## config.mk

```make
export PLATFORM = sky130hd
export DESIGN_NAME = hazard_scoreboard
export DESIGN_NICKNAME = d
export VERILOG_FILES = /design/src/rtl/hazard_pkg.sv /design/src/rtl/hazard_scoreboard_md_tracker.sv /design/src/rtl/hazard_scoreboard.sv
export SDC_FILE = /design/constraint.sdc
export NUM_CORES = 1
export LEC_CHECK = 0
export ABC_AREA = 1
export CAP_MARGIN = 0
export CORE_UTILIZATION = 42
export CTS_CLUSTER_DIAMETER = 40
export DETAILED_ROUTE_END_ITERATION = 12
export PLACE_DENSITY = 0.87
export RECOVER_POWER = 50
export REMOVE_ABC_BUFFERS = 1
export SETUP_SLACK_MARGIN = 0.4
export SYNTH_ARGS = -nofsm -noshare
export SYNTH_HDL_FRONTEND = slang
export SYNTH_SLANG_ARGS = --single-unit
```

## constraint.sdc

```tcl
create_clock -name clk -period 3.8 [get_ports clk]
set_input_delay 0.57 -clock clk [delete_from_list [all_inputs] [get_ports clk]]
set_output_delay 0.57 -clock clk [all_outputs]
set_load 0.005 [all_outputs]
```

## src/rtl/hazard_pkg.sv

```systemverilog
// Shared constants for the RV32 hazard unit: forward-select encodings and
// default widths/latencies used by the scoreboard and its MDU tracker.
package hazard_pkg;

    localparam int REG_AW_DEF = 5;
    localparam int MD_LAT_DEF = 4;

    localparam logic [1:0] FWD_RF = 2'b00;
    localparam logic [1:0] FWD_W  = 2'b01;
    localparam logic [1:0] FWD_M  = 2'b10;

endpackage

```

## src/rtl/hazard_scoreboard_md_tracker.sv

```systemverilog
// Tracks the single in-flight MDU operation: destination register and the
// countdown to its writeback strobe.
module md_tracker
    import hazard_pkg::*;
#(
    parameter int REG_AW = REG_AW_DEF,
    parameter int MD_LAT = MD_LAT_DEF
) (
    input  logic              clk,
    input  logic              rst,
    input  logic              mdGo,
    input  logic [REG_AW-1:0] RdE,
    output logic              MdBusy,
    output logic [REG_AW-1:0] MdRd,
    output logic              MdWbValid,
    output logic              cntZero
);

    localparam int CNT_W = $clog2(MD_LAT);
    localparam logic [CNT_W-1:0] CNT_LOAD = CNT_W'(MD_LAT - 1);

    logic              mdBusy;
    logic [REG_AW-1:0] mdRd;
    logic [CNT_W-1:0]  mdCnt;
    logic              mdLoad;

    // An op targeting x0 produces nothing observable, so it is never tracked.
    assign mdLoad = mdGo && (RdE != '0);

    always_ff @(posedge clk or posedge rst) begin
        if (rst) begin
            // NOTE: sequential state uses non-blocking assignments so every
            // register samples pre-edge values regardless of statement order.
            mdBusy <= 1'b0;
            mdRd   <= '0;
            mdCnt  <= '0;
        end else if (mdLoad) begin
            mdBusy <= 1'b1;
            mdRd   <= RdE;
            mdCnt  <= CNT_LOAD;
        end else if (mdBusy) begin
            if (cntZero) begin
                mdBusy <= 1'b0;
            end else begin
                mdCnt <= mdCnt - CNT_W'(1);
            end
        end
    end

    assign cntZero   = (mdCnt == '0);
    assign MdBusy    = mdBusy;
    assign MdRd      = mdRd;
    assign MdWbValid = mdBusy && cntZero;

endmodule

```

## src/rtl/hazard_scoreboard.sv

```systemverilog
// Hazard unit for the 5-stage RV32 pipeline: load-use and MDU scoreboard
// stalls, redirect/JAL flushes and M/W operand forwarding.
module hazard_scoreboard
    import hazard_pkg::*;
#(
    parameter int REG_AW = REG_AW_DEF,
    parameter int MD_LAT = MD_LAT_DEF
) (
    input  logic              clk,
    input  logic              rst,
    input  logic [REG_AW-1:0] Rs1D,
    input  logic [REG_AW-1:0] Rs2D,
    input  logic [1:0]        RegReadD,
    input  logic [REG_AW-1:0] RdD,
    input  logic              RegWriteD,
    input  logic              JalD,
    input  logic [REG_AW-1:0] Rs1E,
    input  logic [REG_AW-1:0] Rs2E,
    input  logic [REG_AW-1:0] RdE,
    input  logic [1:0]        RegReadE,
    input  logic              RegWriteE,
    input  logic              MemToRegE,
    input  logic              MulDivE,
    input  logic              BranchE,
    input  logic              JalrE,
    input  logic [REG_AW-1:0] RdM,
    input  logic [REG_AW-1:0] RdW,
    input  logic              RegWriteM,
    input  logic              RegWriteW,
    output logic              StallF,
    output logic              StallD,
    output logic              StallE,
    output logic              StallM,
    output logic              StallW,
    output logic              FlushF,
    output logic              FlushD,
    output logic              FlushE,
    output logic              FlushM,
    output logic              FlushW,
    output logic [1:0]        Forward1E,
    output logic [1:0]        Forward2E,
    output logic              MdBusy,
    output logic              MdWbValid,
    output logic [REG_AW-1:0] MdRd
);

    logic mdGo;
    logic cntZero;
    logic loadUse;
    logic sbRaw;
    logic sbWaw;
    logic mdStruct;
    logic redirect;

    function automatic logic srcHit(input logic [REG_AW-1:0] r);
        return (r != '0) && ((RegReadD[1] && (Rs1D == r)) || (RegReadD[0] && (Rs2D == r)));
    endfunction

    function automatic logic [1:0] fwdSel(input logic [REG_AW-1:0] rs, input logic used);
        if (RegWriteM && (RdM != '0) && (RdM == rs) && used) return FWD_M;
        if (RegWriteW && (RdW != '0) && (RdW == rs) && used) return FWD_W;
        return FWD_RF;
    endfunction

    // The completion cycle still blocks D; the regfile holds the result one cycle later.
    assign loadUse  = MemToRegE && RegWriteE && srcHit(RdE);
    assign sbRaw    = (MdBusy && srcHit(MdRd)) || (MulDivE && srcHit(RdE));
    assign sbWaw    = MdBusy && RegWriteD && (RdD == MdRd) && (RdD != '0);
    assign mdStruct = MulDivE && MdBusy && !cntZero;
    assign redirect = BranchE || JalrE;

    always_comb begin
        // NOTE: every output gets a default first so no path leaves one unassigned (no latches).
        StallF    = 1'b0;
        StallD    = 1'b0;
        StallE    = 1'b0;
        StallM    = 1'b0;
        StallW    = 1'b0;
        FlushF    = 1'b0;
        FlushD    = 1'b0;
        FlushE    = 1'b0;
        FlushM    = 1'b0;
        FlushW    = 1'b0;
        Forward1E = FWD_RF;
        Forward2E = FWD_RF;
        if (rst) begin
            FlushF = 1'b1;
            FlushD = 1'b1;
            FlushE = 1'b1;
            FlushM = 1'b1;
            FlushW = 1'b1;
        end else begin
            Forward1E = fwdSel(Rs1E, RegReadE[1]);
            Forward2E = fwdSel(Rs2E, RegReadE[0]);
            if (redirect) begin
                FlushD = 1'b1;
                FlushE = 1'b1;
            end else if (mdStruct) begin
                StallF = 1'b1;
                StallD = 1'b1;
                StallE = 1'b1;
                FlushM = 1'b1;
            end else if (loadUse || sbRaw || sbWaw) begin
                StallF = 1'b1;
                StallD = 1'b1;
                FlushE = 1'b1;
            end else if (JalD) begin
                FlushD = 1'b1;
            end
        end
    end

    assign mdGo = MulDivE && !StallE && !FlushE;

    md_tracker #(
        .REG_AW (REG_AW),
        .MD_LAT (MD_LAT)
    ) uMdTracker (
        .clk       (clk),
        .rst       (rst),
        .mdGo      (mdGo),
        .RdE       (RdE),
        .MdBusy    (MdBusy),
        .MdRd      (MdRd),
        .MdWbValid (MdWbValid),
        .cntZero   (cntZero)
    );

endmodule

```

After elaboration in Yosys (flattened, before gate mapping)
Index checks and enable logic that the tools add are counted.

operators by class
  $add $sub $neg = 1
  equal/unequal tests = 10
  muxes and demuxes = 43
  reductions and logical operators = 46

operators by type and width
  cell                   number
  $eq A5 B5 Y1           9
  $mux W1                30
  $logic_and A1 B1 Y1    29
  $mux W2                13
  $reduce_bool A5 Y1     5
  $logic_or A1 B1 Y1     6
  $logic_not A1 Y1       3
  $logic_not A2 Y1       1
  $ne A2 B1 Y1 const B   1
  $reduce_and A2 Y1      1
  $reduce_bool A2 Y1     1
  $sub A2 B1 Y2 const B  1

word-level totals
  logic and storage cells = 103
  flip-flop bits (word level) = 8
  input bits = 55
  output and inout port bits = 21

Logic depth before layout (Yosys ltp)
  depth in word-level cells = 17
  mapped depth = 11
  depth with buffers taken out = 11

By module
From an unflattened synthesis, not the netlist that was laid out.

second synthesis, totals
  cell total of the unflattened synthesis = 252
  area total of the unflattened synthesis = 1325.0 um^2

modules (own cells, without submodules)
  module             area an instance (um^2)  instances  seq. area each (um^2)  cells an instance
  hazard_scoreboard  955.9                    1          0.0                    209
  md_tracker         369.1                    1          200.2                  43

Worst setup path after synthesis
No wires, ideal clock.

  path type = input to output
  start point = input port RdE[0]
  end point = output port StallF
  data required time = 3230 ps
  arrival time = 1398 ps
  slack = 1832 ps
  buffers on the path = 1
  stages = 9
  cells stage by stage = inv_1 -> nand2_1 -> o21ai_0 -> nor2_1 -> nand3_1 -> a21oi_2 -> o21ai_2 -> nand2_2 -> buf_4

between the ends
  word-level cells in the longest chain between the ends = 12
  elaborated cells between the ends (all ways) = 16
  classes of those cells = 2 x eq/ne; 4 x mux; 10 x reduce/logical

RTL lines
  what                                  line                      text
  start: declaration                    hazard_scoreboard.sv:19   input logic [REG_AW-1:0] RdE,
  $eq A5 B5 Y1                          hazard_scoreboard.sv:56   return (r != '0) && ((RegReadD[1] && (Rs1D == r)) || (RegReadD[0] && (Rs2D == r)));
  $logic_and A1 B1 Y1                   hazard_scoreboard.sv:56
  $logic_or A1 B1 Y1                    hazard_scoreboard.sv:56
  $logic_and A1 B1 Y1 (*)               hazard_scoreboard.sv:56
  $logic_and A1 B1 Y1                   hazard_scoreboard.sv:67   assign sbRaw = (MdBusy && srcHit(MdRd)) || (MulDivE && srcHit(RdE));
  $logic_or A1 B1 Y1                    hazard_scoreboard.sv:67
  $logic_or A1 B1 Y1 (*) (2 in series)  hazard_scoreboard.sv:103  end else if (loadUse || sbRaw || sbWaw) begin
  $mux W1 (*) (4 in series)             -
  end: declaration                      hazard_scoreboard.sv:30   output logic StallF,

Every way passes the cells marked *; elsewhere a longest branch is shown, timed or not.

Worst setup path in the final report
  start point = input port rst
  end point = output port StallF

between the ends
  word-level cells in the longest chain between the ends = 1

RTL lines
  what                line                     text
  start: declaration  hazard_scoreboard.sv:10  input logic rst,
  $mux W1             hazard_scoreboard.sv:86  if (rst) begin

No other way between the ends.

==> run metrics <==
status=complete, no violations; final instance area=2110 µm²; DR iter-0 viols=81; core area=3050 µm²; FFs w/ async S/R, synth=100%; Ant. Diodes=0; I/O Buffers=73; Ports=76; most common cell after layout, fill and taps aside=nand2_1; H-tree depth=1; Setup TNS Final=0 ns; Yosys warnings=0; antenna-violating nets left=0; Max IR drop VDD=0.116 mV; Post-Route WL=4.02 mm; share of cells above drive strength 1=5.57%; dpl cells=364; Synth Flop Type=dfrtp_1; worst reg2reg startpoint=uMdTracker.mdCnt[0]; Area contributors post-synth=nand2_1 (26%), dfrtp_1 (15%), inv_1 (12%); clock transition at the registers of the reported paths=0.05 ns; Hold WS=0.503 ns; DRT Pass-1 Iters=4; die width=58.9 µm; final worst-path cycle share=84.4%; GPL Wtd Cong=0.938; most frequent cells in the layout=nand2_1 (93), clkdlybuf4s50_1 (66), inv_1 (44); xor/xnor share of the synthesized area=4.51%; Root Buffer=clkbuf_4; CTS tree=built; M1 GR Usage=29.1%; crit path max fanout=12; Finish-stage setup viols=0; Longest Clk Path Bufs=2; initial core utilization=44.5%; pre-CTS WS=0.705 ns; fin cells=367; Netlist cell types=33; Final Critical Period=3.21 ns; adder-cell share of the synthesized area=0.920%; num rows=20; die area=3470 µm²; post-synthesis mux area share=0%; Max Fclk=312 MHz; unrepaired setup endpoints after global routing=false; initial antenna violation count=0; critical path arrival=2.64 ns; combinational family with the most area after synthesis=simple AND/OR/NAND/NOR gates; CTS Buf Count=3; Fin. Hold Viols=0; Pwr Density=258 nW/µm²; met2 usage=43.3%; post-route setup slack=0.593 ns; DRC=0; most area-hungry cell type in the Yosys netlist=nand2_1; hold_buf cts=0; global route hottest layer=met2; Post-Synth Simple-Gate Area=50.3%; die height=58.9 µm; worst skew pair latency=0.25 ns; LEAKAGE=1.09 nW; cell area after synthesis=1360 µm²; required time of the critical path=3.23 ns; CP Launch Type=input pin; vias=1807; CP Capture Type=output port; # Max-Cap Violations=0; Area growth syn-to-layout=55.0%; Worst Setup SP=rst; hold_sp=uMdTracker.mdCnt[0]; nets@finish=381; clock skew=0.00259 ns; Slew HR=60.0%; M3 GR Usage=2.42%; largest net degree at the start of global routing=13; GRT overflow=0; Final Max Slew Viols=0; Post-synth EDFFs=0; final core utilization=69.1%; cell area after placement=2100 µm²; actual slew at the worst max-slew pin=0.592 ns; gr usage total=24.1%; first-pass GRT wire length=6.54 mm; post-detail-place hpwl=3.40 mm; Gate Count Post-Synth=252; FF+latch count, synth=8; Hold Crit Class=flop to flop; Mapped Avg Cell Area=5.40 µm²; post-synthesis sequential area ratio=14.7%; vias per cell=4.92; post_cts resized=0; CTS sink cnt=8; critical path type=input pin to output port; compound-gate portion of the synthesized area=13.0%; share of the synthesized area in the top cell type=25.7%; wire per inst=11.0 µm; postcts setup bufs=0; total chip power=0.544 mW; vias in the first global route=1620
==> path summary, 6_finish.rpt <==
kind	end	slack, ns	depth (start not counted)
max in group asynchronous	uMdTracker.MdBusy	2.64	2
worst max register to register	uMdTracker.mdCnt[0]	2.05	8
worst min register to register	uMdTracker.mdCnt[0]	0.50	2
worst max-delay path	StallF	0.59	7
worst min-delay path	uMdTracker.mdCnt[0]	0.50	2
min in group asynchronous	uMdTracker.MdRd[0]	0.86	2
==> kinds of logic after synthesis <==
logic type,after synthesis
AO/OA/AOI/OAI,27
XOR/XNOR,7
adder cells (fa/ha/maj),1
buffers and inverters,52
flip-flops,8
other,1
AND/OR/NAND/NOR,156
==> flip-flops by register name, indices dropped and copies added (netlist names) <==
signal and cells:
uMdTracker.MdBusy 1, uMdTracker.MdRd 5, uMdTracker.mdCnt 2
==> metal layers <==
layer,vias to the layer above,wire [µm]
li1,928,-
met1,765,1730
met2,101,1840
met3,13,324
met4,0,128
met5,-,0
==> cell type report <==
type                            count  area, µm²
Fill cell                         280        945
Multi-Input combinational cell    193        927
Timing Repair Buffer               73        731
Sequential cell                     8        200
Inverter                           46        173
Tap cell                           44       55.1
Clock buffer                        3       22.5
==> synthesized netlist by cell type, types with 3 or more instances <==
library cell  number
nand2_1           93
inv_1             43
nor2_1            28
nand4_1           10
nand3_1            9
o21ai_0            9
dfrtp_1            8
buf_4              5
nor2_2             4
nor3_1             4
xor2_1             4
a211oi_1           3
inv_2              3
o21ai_1            3
o22ai_1            3
xnor2_1            3
==> critical path: stages <==
cell and delay (ns):
dlygate4sd3_1 0.60, inv_1 0.36, nand2_1 0.19, inv_1 0.22, o21ai_2 0.09, nand2_2 0.09
clkdlybuf4s50_1 0.51
==> where the power goes <==
| part | internal [mW] | total, mW | switching (mW) |
|---|---|---|---|
| registers | 0.114 | 0.154 | 0.0395 |
| clock network | 0.0361 | 0.0645 | 0.0284 |
| logic | 0.160 | 0.326 | 0.166 |
| total | 0.311 | 0.544 | 0.233 |
Note: power is estimated with default switching activity, not from simulation.
